==> src/rtl/load_store_unit.sv <==
// load_store_unit: byte-addressed RV32I load/store front end for a word-wide
// data_mem (async read, sync whole-word write). Sub-word loads are extracted
// and sign/zero-extended. SB/SH use a read-modify-write because data_mem can
// only write complete words.
// Optional feature: define LSU_MISALIGN_TRAP_EN to reject misaligned LH/LHU/SH
// and LW/SW with resp_err. Without it, the low address bits are ignored down
// to natural alignment.
module load_store_unit #(
  parameter int unsigned MEM_WORDS = 1024
) (
  input  logic        clk,
  input  logic        rst,
  input  logic        req_valid,
  output logic        req_ready,
  input  logic        req_we,
  input  logic [2:0]  req_funct3,
  input  logic [31:0] req_addr,
  input  logic [31:0] req_wdata,
  output logic        resp_valid,
  output logic [31:0] resp_rdata,
  output logic        resp_err,
  output logic [31:0] mem_A,
  output logic [31:0] mem_WD,
  output logic        mem_WE,
  input  logic [31:0] mem_RD
);

  typedef enum logic [1:0] {IDLE, READ, WRITE, RESP} state_t;

  // funct3[1:0] encodes the access size, funct3[2] marks an unsigned load
  localparam logic [1:0] SZ_BYTE = 2'b00;
  localparam logic [1:0] SZ_HALF = 2'b01;
  localparam logic [1:0] SZ_WORD = 2'b10;

  state_t      state;
  logic [1:0]  lane_q;   // byte offset within the addressed word
  logic [2:0]  funct3_q;
  logic        we_q;
  logic [31:0] wdata_q;

  logic        illegal_f3;
  logic        out_of_range;
  logic        misaligned;
  logic        req_err;

  // Pick the addressed byte/half out of a word and extend it to 32 bits.
  function automatic logic [31:0] load_extend(input logic [2:0]  f3,
                                              input logic [1:0]  lane,
                                              input logic [31:0] word);
    logic [7:0]  b;
    logic [15:0] h;
    b = word[{lane, 3'b000} +: 8];
    h = word[{lane[1], 4'b0000} +: 16];
    case (f3[1:0])
      SZ_BYTE: return f3[2] ? {24'b0, b} : {{24{b[7]}}, b};
      SZ_HALF: return f3[2] ? {16'b0, h} : {{16{h[15]}}, h};
      default: return word;
    endcase
  endfunction

  // Replace one byte/half lane of the old word with the store data.
  function automatic logic [31:0] store_merge(input logic [2:0]  f3,
                                              input logic [1:0]  lane,
                                              input logic [31:0] old_word,
                                              input logic [31:0] wdata);
    logic [31:0] merged;
    merged = old_word;
    if (f3[1:0] == SZ_BYTE) merged[{lane, 3'b000} +: 8] = wdata[7:0];
    else                    merged[{lane[1], 4'b0000} +: 16] = wdata[15:0];
    return merged;
  endfunction

  assign req_ready = (state == IDLE) & rst;

  // Classify the presented request; used only at the accept edge.
  always_comb begin
    illegal_f3   = 1'b0;
    out_of_range = 1'b0;
    misaligned   = 1'b0;
    if (req_we) illegal_f3 = !(req_funct3 inside {3'b000, 3'b001, 3'b010});
    else        illegal_f3 = !(req_funct3 inside {3'b000, 3'b001, 3'b010, 3'b100, 3'b101});
    out_of_range = ({2'b00, req_addr[31:2]} >= MEM_WORDS);
`ifdef LSU_MISALIGN_TRAP_EN
    misaligned = ((req_funct3[1:0] == SZ_HALF) && req_addr[0]) ||
                 ((req_funct3[1:0] == SZ_WORD) && (req_addr[1:0] != 2'b00));
`else
    misaligned = 1'b0;
`endif
  end

  assign req_err = illegal_f3 | out_of_range | misaligned;

  // Transaction FSM; every output except req_ready is registered here.
  // NOTE: state and registered outputs use non-blocking assignments so all
  // of them update together from the values present before the edge.
  always_ff @(posedge clk or negedge rst) begin
    if (!rst) begin
      state      <= IDLE;
      lane_q     <= 2'b00;
      funct3_q   <= 3'b000;
      we_q       <= 1'b0;
      wdata_q    <= 32'h0;
      resp_valid <= 1'b0;
      resp_err   <= 1'b0;
      resp_rdata <= 32'h0;
      mem_A      <= 32'h0;
      mem_WD     <= 32'h0;
      mem_WE     <= 1'b0;
    end else begin
      case (state)
        IDLE: begin
          if (req_valid && req_ready) begin
            lane_q   <= req_addr[1:0];
            funct3_q <= req_funct3;
            we_q     <= req_we;
            wdata_q  <= req_wdata;
            mem_A    <= {2'b00, req_addr[31:2]};
            if (req_err) begin
              // Rejected requests skip memory entirely.
              resp_err   <= 1'b1;
              resp_rdata <= 32'h0;
              resp_valid <= 1'b1;
              state      <= RESP;
            end else if (req_we && (req_funct3[1:0] == SZ_WORD)) begin
              // Full-word store needs no read of the old contents.
              mem_WD <= req_wdata;
              mem_WE <= 1'b1;
              state  <= WRITE;
            end else begin
              state <= READ;
            end
          end
        end
        READ: begin
          if (!we_q) begin
            resp_rdata <= load_extend(funct3_q, lane_q, mem_RD);
            resp_err   <= 1'b0;
            resp_valid <= 1'b1;
            state      <= RESP;
          end else begin
            mem_WD <= store_merge(funct3_q, lane_q, mem_RD, wdata_q);
            mem_WE <= 1'b1;
            state  <= WRITE;
          end
        end
        WRITE: begin
          mem_WE     <= 1'b0;
          resp_rdata <= 32'h0;
          resp_err   <= 1'b0;
          resp_valid <= 1'b1;
          state      <= RESP;
        end
        RESP: begin
          resp_valid <= 1'b0;
          state      <= IDLE;
        end
        default: state <= IDLE;
      endcase
    end
  end

endmodule

==> config.mk <==
export PLATFORM = sky130hd
export DESIGN_NAME = load_store_unit
export DESIGN_NICKNAME = d
export VERILOG_FILES = /design/src/rtl/load_store_unit.sv
export SDC_FILE = /design/constraint.sdc
export NUM_CORES = 1
export LEC_CHECK = 0
export ABC_AREA = 1
export CORE_MARGIN = 1
export CORE_UTILIZATION = 49
export CTS_CLUSTER_SIZE = 10
export DETAILED_ROUTE_END_ITERATION = 7
export PLACE_DENSITY = 0.8
export SLEW_MARGIN = 0
export SYNTH_ARGS = -nofsm -noshare
export SYNTH_HDL_FRONTEND = slang
export SYNTH_SLANG_ARGS = --single-unit
==> constraint.sdc <==
create_clock -name clk -period 2.7 [get_ports clk]
set_input_delay 0.54 -clock clk [delete_from_list [all_inputs] [get_ports clk]]
set_output_delay 0.54 -clock clk [all_outputs]
set_load 0.01 [all_outputs]
==> reports/qor.csv, run 1 <==
metric;value;unit
outcome;completed;
switch share;43.7;%
CTS Buf Count;17;
fillers;1229;
Core Area;14000;µm²
Pleak;4.63;nW
Via density;5.41;
IO buf count;200;
Worst Max-Slew Pin Slew;1.03;ns
# setup viols final;0;
Clk pin slew, worst setup/hold paths;0.05;ns
CTS H-tree lvls;4;
CTS resizes;0;
I/O pin cnt;203;
Mean Syn Cell Area;6.88;µm²
first-pass GRT wire length;35.2;mm
largest net degree at the start of global routing;75;
area delta synth->final;37.3;%
initial core utilization;50.7;%
DP Wirelength;16.0;mm
MaxCap Viol Count;0;
Post-Synthesis Cell Area;7100;µm²
HP Class;input pin to async pin;
CTS tree;built;
Worst path max stage delay;0.54;ns
worst-path fanout max;6;
VDD IR max;0.000697;V
Pint;6.83;mW
vias in the first global route;6949;
Setup Skew;0.00566;ns
gr ovfl total;0;
data required time of the worst path;2.16;ns
Worst R2R Start;state[0];
CP max-delay cell;clkdlybuf4s50_1;
Min Hold Slack;0.345;ns
clock buffer depth;2;
internal reg-to-reg setup slack;0.44;ns
WS Path Type;register to output port;
register area share after synthesis;42.7;%
Seq cells post-synth;121;
r2r endpoint;mem_WD[14];
Final ANT Viol Nets;0;
WL/cell;16.0;µm
unique cell type count in the Yosys netlist;32;
drt initial violations;845;
DRC;0;
Setup Buffers After CTS;0;
R2R depth;9;
total negative slack;0;ns
RSZ-0062 raised after global routing;no;
Root Buffer;clkbuf_16;
net switching power;5.30;mW
CP Capture Type;output port;
Comb pwr share;55.1;%
Final Net Count;1320;
Sequential Power Share;27.4;%
hold-fix buffers at CTS;0;
RD Place Congestion;0.933;
Synth Instances;1032;
synth warn;0;
maximum clock frequency;398;MHz
DR pass1 iterations;5;
Final Hold Viols;0;
# diodes;0;
chip height;122;µm
CP most frequent cell;inv_1;
post-layout minimum cycle time;2.51;ns
Slew Viols, Final;0;
Die ar.;15000;µm²
most frequent cells in the layout;431 x nand2_1, 199 x clkdlybuf4s50_1, 121 x dfrtp_1;
Slew headroom;31.0;%
power per cell area;1240;nW/µm²
initial antenna violation count;0;
std cell rows;43;
clock power share;17.5;%
Clock Sinks;121;
Total GRT Usage;30.9;%
clk_lat worst skew;0.42;ns
CP Launch Type;register;
Routed WL;22.4;mm
WP data arrival;1.97;ns
period utilization;93.0;%
critical-path cell list;inv_1 -> ha_1 -> nand2_1 -> inv_1 -> clkdlybuf4s50_1;
leading cell type in the layout, fill and taps excluded;nand2_1;
via count;7551;
share of cells above drive strength 1;5.67;%
Die Width;122;µm
## routing by layer
layer / track usage [%] / vias up / share of wire (%)
met5: 0 / - / 0
met1: 39.3 / 3503 / 41
met4: 12.7 / 0 / 3.2
met3: 9.39 / 50 / 8.9
met2: 48.8 / 346 / 47
li1: - / 3652 / -
## cells by family (layout without fill, tap and decap cells)
| family | count (synthesis) | after routing | synth area share, % |
|---|---|---|---|
| simple gates | 582 | 582 | 33.8 |
| other cells | 1 | 2 | 0.0528 |
| fa+ha+maj | 10 | 10 | 1.76 |
| compound gates | 184 | 184 | 13.8 |
| flops | 121 | 121 | 42.7 |
| buf+inv | 134 | 318 | 7.95 |
## cell type report
type | count | area (µm²) | area share (%)
clock buffer | 22 | 474 | 4.87
clock inverter | 7 | 71.3 | 0.732
inverter | 71 | 267 | 2.74
tap | 180 | 225 | 2.31
sequential | 121 | 3030 | 31.1
timing repair buffer | 218 | 2160 | 22.2
multi-input combinational | 778 | 3520 | 36.1
## metrics by stage
step	area, µm²	util [%]	cells	setup slack, ns	total power [mW]
after global routing	9740	69.6	1397	0.0789	13.0
after detailed placement	9200	65.7	1368	0.365	9.91
after global placement	9200	65.7	1368	0.415	9.79
after floorplan	7100	-	1033	0.544	7.24
final	9740	69.6	1397	0.189	12.1
after CTS	9740	69.6	1397	0.166	12.1
## cells in the mapped netlist (all sizes together)
| master | count | area (µm²) |
|---|---|---|
| or2 | 8 | 50.1 |
| a21oi | 50 | 250 |
| dfrtp | 121 | 3030 |
| ha | 10 | 125 |
| o21bai | 1 | 7.51 |
| nor3 | 3 | 15.0 |
| clkbuf | 31 | 118 |
| clkinv | 1 | 3.75 |
| nand4 | 9 | 56.3 |
| o21ai | 117 | 589 |
| o211ai | 14 | 105 |
| nor2 | 37 | 163 |
| nand3 | 92 | 478 |
| o22ai | 1 | 6.26 |
| nand2 | 433 | 1640 |
| buf | 32 | 180 |
| a211oi | 1 | 20.0 |
| inv | 70 | 263 |
| conb | 1 | 3.75 |
## state kept, by name, summed over array words and instances, names as in the netlist
name and cells:
resp_err 1, wdata_q 16, state 2, resp_valid 1, we_q 1, lane_q 2, funct3_q 3, resp_rdata 32
mem_WE 1, mem_WD 32, mem_A 30
## critical path, delay by kind of cell (launching register included)
kind	cells	cell delay (ns)
buffers and inverters	3	0.72
flip-flops	1	0.42
adder cells (fa/ha/maj)	1	0.29
AND/OR/NAND/NOR	1	0.12
## power groups by stage
stage	combinational, mW	sequential (mW)	clock [mW]
final	6.67	3.33	2.12
after global routing	7.38	3.43	2.23
after CTS	6.64	3.32	2.15
after detailed placement	6.59	3.32	0
after global placement	6.48	3.31	0
after floorplan	3.67	3.57	0
## worst max path at each step
stage,startpoint,end,slack [ns],cells after the start
global route,state[0],req_ready,0.08,5
floorplan,lane_q[1],mem_WD[15],0.54,14
detailed placement,req_addr[18],resp_rdata[29],0.37,8
finish,state[0],req_ready,0.19,5
CTS,state[0],req_ready,0.17,5
global placement,req_valid,mem_WD[4],0.41,8
Note: power is estimated with default switching activity, not from simulation.
==> inputs of run 2 (changes only) <==
--- a/config.mk
+++ b/config.mk
@@ -10,8 +10,9 @@
 export CORE_UTILIZATION = 49
 export CTS_CLUSTER_SIZE = 10
 export DETAILED_ROUTE_END_ITERATION = 7
+export MAX_ROUTING_LAYER = met4
 export PLACE_DENSITY = 0.8
-export SLEW_MARGIN = 0
+export SLEW_MARGIN = 20
 export SYNTH_ARGS = -nofsm -noshare
 export SYNTH_HDL_FRONTEND = slang
 export SYNTH_SLANG_ARGS = --single-unit
==> run 2 against run 1 <==
  * Cell area grew 0.76%
  * Final cell count is essentially flat
  * Via count shrank 0.36%
  * Global-route usage grew 0.71 points
  * Total power grew 2.0%
  * Critical path depth is the same
  * Register-to-register slack is essentially flat
  * Largest cell class unchanged
==> reports/qor.csv, run 2 (same netlist as run 1, synthesis figures left out) <==
metric;value;unit
Via density;5.38;
Top Usage Layer GRT;met2;
worst-path fanout max;6;
Routed WL;22.1;mm
Final ANT Viol Nets;0;
Final Net Count;1320;
grt met2 use;48.9;%
Clk pin slew, worst setup/hold paths;0.05;ns
period utilization;93.3;%
most frequent cells in the layout;431 x nand2_1, 199 x clkdlybuf4s50_1, 121 x dfrtp_1;
VDD IR max;0.000673;V
Setup Skew;0.00759;ns
via count;7524;
MaxCap Viol Count;0;
non-filler cells, final;1398;
placed insts;1368;
DR pass1 iterations;6;
Core Area;14000;µm²
largest net degree at the start of global routing;75;
std cell rows;43;
chip height;122;µm
CP Capture Type;output port;
fillers;1221;
global-route track usage on met1;40.4;%
WP data arrival;1.98;ns
Final Hold Viols;0;
CTS H-tree lvls;4;
clk_lat worst skew;0.42;ns
data required time of the worst path;2.16;ns
Worst Max-Slew Pin Slew;1.06;ns
maximum clock frequency;397;MHz
first-pass GRT wire length;35.0;mm
Clock Sinks;121;
hold-fix buffers at CTS;0;
leading cell type in the layout, fill and taps excluded;nand2_1;
largest registers;mem_WD x32, resp_rdata x32, mem_A x30;
WS Path Type;register to output port;
I/O pin cnt;203;
Slew headroom;29.6;%
# setup viols final;0;
total negative slack;0;ns
drt initial violations;777;
IO buf count;200;
clock buffer depth;2;
CTS tree;built;
M3 GR Usage;6.55;%
Die Width;122;µm
area delta synth->final;38.3;%
Slew Viols, Final;0;
initial core utilization;50.7;%
gr ovfl total;0;
initial antenna violation count;0;
DRC;0;
share of cells above drive strength 1;5.67;%
CTS resizes;0;
HP Class;input pin to async pin;
WL/cell;15.8;µm
Pleak;4.67;nW
outcome;completed;
Total GRT Usage;31.6;%
Multi-input gate area;3520;µm²
CTS Buf Count;17;
Total Power;12.4;mW
vias in the first global route;6939;
post-layout minimum cycle time;2.52;ns
CP Launch Type;register;
Setup Buffers After CTS;0;
# diodes;0;
power per cell area;1260;nW/µm²
Root Buffer;clkbuf_16;
RSZ-0062 raised after global routing;no;
DP Wirelength;15.9;mm
FF+latch area;3030;µm²
RD Place Congestion;0.956;
Die ar.;15000;µm²
## run 2: cell types whose count changed in the layout (fill, tap and decap cells not counted)
| cell | previous run | this run |
|---|---|---|
| bufinv_16 | 1 | 4 |
| clkbuf_1 | 2 | 3 |
| clkinv_2 | 2 | 1 |
| clkinvlp_4 | 3 | 1 |
## run 2: stage by stage
step                utilization, %  worst slack [ns]  cell area [µm²]  hold WS, ns
finish                        70.2             0.181             9810        0.341
global route                  70.2            0.0429             9810        0.426
CTS                           70.2             0.160             9810        0.378
detailed placement            65.7             0.388             9200        0.458
global placement              65.7             0.451             9200        0.453
floorplan                        -             0.544             7100        0.244
## run 2: worst paths after layout
| kind | end | startpoint | slack [ns] | cells after the start |
|---|---|---|---|---|
| setup / recovery | req_ready | state[0] | 0.18 | 5 |
| min in group clk | mem_A[2] | mem_A[2] | 0.47 | 2 |
| max in group asynchronous | wdata_q[1] | rst | 1.81 | 2 |
| setup reg to reg | mem_WD[7] | state[1] | 0.45 | 8 |
| hold reg to reg | mem_A[2] | mem_A[2] | 0.47 | 2 |
| hold / removal | resp_rdata[5] | rst | 0.34 | 2 |
## run 2: power breakdown
group / internal (mW) / switching [mW]
Clock: 1.61 / 0.798
Sequential: 2.72 / 0.610
Combinational: 2.79 / 3.85
## run 2: area by class of cell
| type | count | share of cell area (%) |
|---|---|---|
| Multi-Input combinational cell | 778 | 35.8 |
| Sequential cell | 121 | 30.9 |
| Timing Repair Buffer | 218 | 22.0 |
| Clock buffer | 23 | 4.87 |
| Inverter | 71 | 2.72 |
| Clock inverter | 7 | 1.44 |
| Tap cell | 180 | 2.29 |
## run 2: layer usage
metal,up-vias,wire (µm)
li1,3660,-
met1,3482,9540
met2,341,10300
met3,41,1600
met4,0,641
met5,-,0
## run 2: worst max-delay path: stages (launching register included)
cell,delay (ns)
dfrtp_1,0.42
inv_1,0.12
ha_1,0.29
nand2_1,0.12
inv_1,0.07
clkdlybuf4s50_1,0.55
==> RTL edit 1: new RTL, settings of run 1 <==
Reset style: synchronous (`rst`), changed in one clocked block. Comments in the files are not updated.
--- a/src/rtl/load_store_unit.sv
+++ b/src/rtl/load_store_unit.sv
@@ -94,5 +94,5 @@
   // NOTE: state and registered outputs use non-blocking assignments so all
   // of them update together from the values present before the edge.
-  always_ff @(posedge clk or negedge rst) begin
+  always_ff @(posedge clk) begin
     if (!rst) begin
       state      <= IDLE;
Function: differs if rst is asserted again (counterexample within 4 cycles, from zero or initial values and one cycle with rst low); with rst held inactive, the same outputs for 4 cycles.
==> RTL edit 1 against run 1 <==
Wire length down 0.25%; final area up 0.99%; synthesized area up 2.4%; count of clock-buffer cells in the layout down 2; worst hold slack better by 0.12 ns; sequential cell count unchanged; cell count up 8.7%; register-to-register slack better by 0.02 ns; die area up 2.4%; global-route usage down 1.3 points; worst setup slack better by 0.082 ns; non-clock buffer count down 2.
Power is not compared: it rests on default switching activity, and its combinational part moved more than twofold at a synthesized area within 25%.
==> RTL edit 1: results (changes against run 1) <==
CTS H-tree depth 4 (unchanged); Worst-path clk slew approximately 0.06 ns; Post-CTS Resized 0 (unchanged); worst hold endpoint resp_rdata[0]; grt met2 use 44.65% (-4.1 points); Max-slew headroom 42.40% (+11 points); Nets 1435 (+8.7%); crit path DAT 1.89 ns (-0.08 ns); Initial DRC Count 669 (-21%); GRT Util Overall 29.55% (-1.3 points); first-pass GRT wire length 34.91 mm (-0.82%); library cells used by synthesis 33 (+3.1%); top_reg_cell synth dfxtp_1; r2r setup slk 0.46 ns (+0.02 ns); syn avg cell area 6.216 um2 (-9.6%); Setup Skew 0.007379 ns (+0.001719 ns); Worst-Skew Late Latency 0.42 ns (about the same); Setup crit start state[1]; async set or reset register ratio after synthesis 0% (-100 points); Reg2Reg Launch Point state[0]; clock buffer depth 2 (unchanged); Post-DP HPWL 16.15 mm (+0.72%); sequential fraction of the synthesis area 33.33% (-9.3 points); Post CTS Setup Buffer Count 0 (unchanged); Total Routed Length 22.33 mm (-0.25%); largest net degree at the start of global routing 90 (+20%); dpl cell area 9243 um2 (+0.52%); GRT met3 Usage 7.234% (-2.2 points); vias in the first global route 7144 (+2.8%); vias per inst 5.234 (-3.2%); list of most frequent post-synthesis cells 275 x nand2_1, 183 x nor2_1, 121 x dfxtp_1; FF-to-FF path depth 11 (+2); HP Class reg -> reg; wire length per cell 14.71 um (-8.2%); Area contributors post-synth dfxtp_1 33%, nand2_1 14%, nor2_1 9.5%; R2R Path End resp_rdata[22]; Max FO, Critical Path 5 (-1); Placed Instances 1487 (+8.7%); met1 usage 39.65% (+0.38 points); layout cells sized above 1 6.372% (+0.70 points); status complete, no violations; Placer Congestion 0.9638 (+3.3%); fill count 1307 (+6.3%)
RTL edit 1: cell count changes after synthesis, sizes merged, moves of 32 or more:
cell / change
nor2: +151
dfxtp: +121
inv: +48
a21oi: +32
dfrtp: -121
nand2: -154
RTL edit 1: how the worst max path moves through the flow:
stage / end / cells after the start
after floorplan: mem_WD[5] / 15
after global placement: resp_rdata[26] / 12
after detailed placement: resp_rdata[26] / 12
after CTS: req_ready / 5
after global routing: req_ready / 5
final: req_ready / 5
RTL edit 1: logic make-up (layout without fill, tap and decap cells):
logic type / Yosys count / after routing / synth area share (%)
other: 1 / 2 / 0.05160
buffers and inverters: 203 / 367 / 12.29
AO/OA/AOI/OAI: 241 / 241 / 17.94
AND/OR/NAND/NOR: 593 / 593 / 34.66
adder cells (fa/ha/maj): 10 / 10 / 1.722
flip-flops: 121 / 121 / 33.33
RTL edit 1: power groups by stage:
| stage | Combinational (mW) | Sequential (mW) | Clock [mW] |
|---|---|---|---|
| floorplan | 1.64 | 2.29 | 0 |
| finish | 2.61 | 2.20 | 2.29 |
| global placement | 2.55 | 2.22 | 0 |
| global route | 2.88 | 2.22 | 2.39 |
| CTS | 2.60 | 2.19 | 2.31 |
| detailed placement | 2.57 | 2.22 | 0 |
RTL edit 1: layer usage:
layer  vias up  wire, um
met1      3530      9976
li1       4057         -
met2       312      9721
met4         0       742
met5         -         0
met3        46      1886
RTL edit 1: final cells by class:
cell class	count	area, um2	area share, %
multi-input cells	846	3969	40.35
clock inverters	11	147.6	1.501
inverters	120	452.9	4.604
repair buffers	216	2167	22.03
well taps	184	230.2	2.340
flip-flops and latches	121	2424	24.64
clock buffers	20	446.7	4.541
RTL edit 1: worst max-delay path, stage by stage, from the launching register on:
cell and delay (ns):
dfxtp_1 0.35, inv_1 0.10, ha_1 0.29, nand2_2 0.11
inv_1 0.07, clkdlybuf4s50_1 0.55
RTL edit 1: metrics by stage:
step | setup WS (ns) | hold WS, ns | utilization [%]
2_1_floorplan | 0.6872 | 0.4752 | -
3_5_place_dp | 0.2870 | 0.4550 | 63.84
5_1_grt | 0.1499 | 0.4895 | 67.94
4_1_cts | 0.2539 | 0.4629 | 67.94
3_3_place_gp | 0.3153 | 0.4525 | 63.84
6_report | 0.2718 | 0.4606 | 67.94
==> RTL edit 2: new RTL, settings of run 1 <==
Made on the original files. Add a define of `LSU_MISALIGN_TRAP_EN`.
--- a/src/rtl/load_store_unit.sv
+++ b/src/rtl/load_store_unit.sv
@@ -6,4 +6,6 @@
 // and LW/SW with resp_err. Without it, the low address bits are ignored down
 // to natural alignment.
+`define LSU_MISALIGN_TRAP_EN
+
 module load_store_unit #(
   parameter int unsigned MEM_WORDS = 1024
Behaviour: not the same (Yosys sat finds a counterexample within 4 cycles, from zero or initial values and one cycle with rst low).
==> RTL edit 2 against run 1 <==
Sequential cell count is the same; worst setup slack lost 0.018 ns; sequential power is 2% lower; power up 3.7%; wire length rose by 0.25%; first-iteration DRC count shrank 5.1%; synthesized area grew 1.0%; final area rose by 1.8%.
==> RTL edit 2: results (changes against run 1) <==
R2R Path End resp_rdata[25]; CP max stage cell clkdlybuf4s50_1; Max FO, Critical Path 4 (-2); sequential power share 25.9% (-1.5 points); Crit path max-delay family buffers and inverters; biggest regs mem_WD (32), resp_rdata (32), mem_A (30); clock power share 21.0% (+3.5 points); net switching power 5.409 mW (+2.1%); Leak 4.715 nW (+1.8%); antenna diode count 0 (unchanged); FF-to-FF path depth 11 (+2); first-pass GRT wire length 35.90 mm (+2.0%); Mapped Cells 1030 (-0.19%); vias in the first global route 7099 (+2.2%); Initial DRC Count 802 (-5.1%); worst hold slack 0.2413 ns (-0.1040 ns); Worst-path clk slew ~0.060 ns; # port buffers 200 (unchanged); largest net degree at the start of global routing 122 (+63%); list of most frequent post-synthesis cells 411 x nand2_1, 121 x dfrtp_1, 109 x o21ai_0; Post-CTS Resized 0 (unchanged); layout cells sized above 1 6.792% (+1.1 points); vias per inst 5.383 (-0.41%); Nets 1322 (+0.15%); clock root buffer clkbuf_16; crit path DAT 1.99 ns (+0.02 ns); pwr/cell area 1268 nW/um2 (+1.9%); clock buffer depth 2 (unchanged); total number of vias 7547 (-0.053%); dpl cell area 9234 um2 (+0.42%); HP Class in -> async; Max-slew headroom 54.32% (+23 points); Placer Congestion 1.005 (+7.7%); maximum VDD drop 721.3 uV (+3.5%); Area contributors post-synth dfrtp_1 42%, nand2_1 22%, o21ai_0 7.6%; sequential fraction of the synthesis area 42.23% (-0.43 points); iteration count of the initial detailed-routing pass 6 (+1); GRT Util Overall 31.25% (+0.38 points); library cells used by synthesis 32 (unchanged); Placed Instances 1370 (+0.15%); Worst-Skew Late Latency 0.42 ns (about the same); Total Routed Length 22.44 mm (+0.25%); Place WS 0.2470 ns (-0.1183 ns); crit path to req_ready; fmax 395.4 MHz (-0.72%); yosys warns 0 (unchanged); max incr delay on CP 0.54 ns (about the same); Reg2Reg Launch Point funct3_q[1]; Setup Skew 0.008871 ns (+0.003212 ns); Post-DP HPWL 15.88 mm (-0.99%); status complete, no violations; Setup crit start state[0]; async set or reset register ratio after synthesis 100.0% (unchanged)
-- RTL edit 2: kinds of logic (layout without fill, tap and decap cells) --
family,count (synthesis),count (layout),synth area share [%]
AO/OA/AOI/OAI,205,205,15.36
other,1,2,0.05231
AND/OR/NAND/NOR,566,566,32.41
adder cells (fa/ha/maj),10,10,1.745
buffers and inverters,127,318,8.203
flip-flops,121,121,42.23
-- RTL edit 2: final cells by class --
| type | instances | area (um2) |
|---|---|---|
| fill | 1196 | 4179 |
| multi-input combinational | 783 | 3560 |
| sequential | 121 | 3028 |
| timing repair buffer | 219 | 2167 |
| clock buffer | 18 | 439.2 |
| inverter | 67 | 254.0 |
| clock inverter | 14 | 244.0 |
| tap | 180 | 225.2 |
-- RTL edit 2: metal layers --
| layer | global-route usage, % | wire length (um) |
|---|---|---|
| met3 | 8.026 | 2097 |
| met1 | 41.61 | 9339 |
| met5 | 0 | 0 |
| met4 | 15.09 | 876 |
| met2 | 47.37 | 10130 |
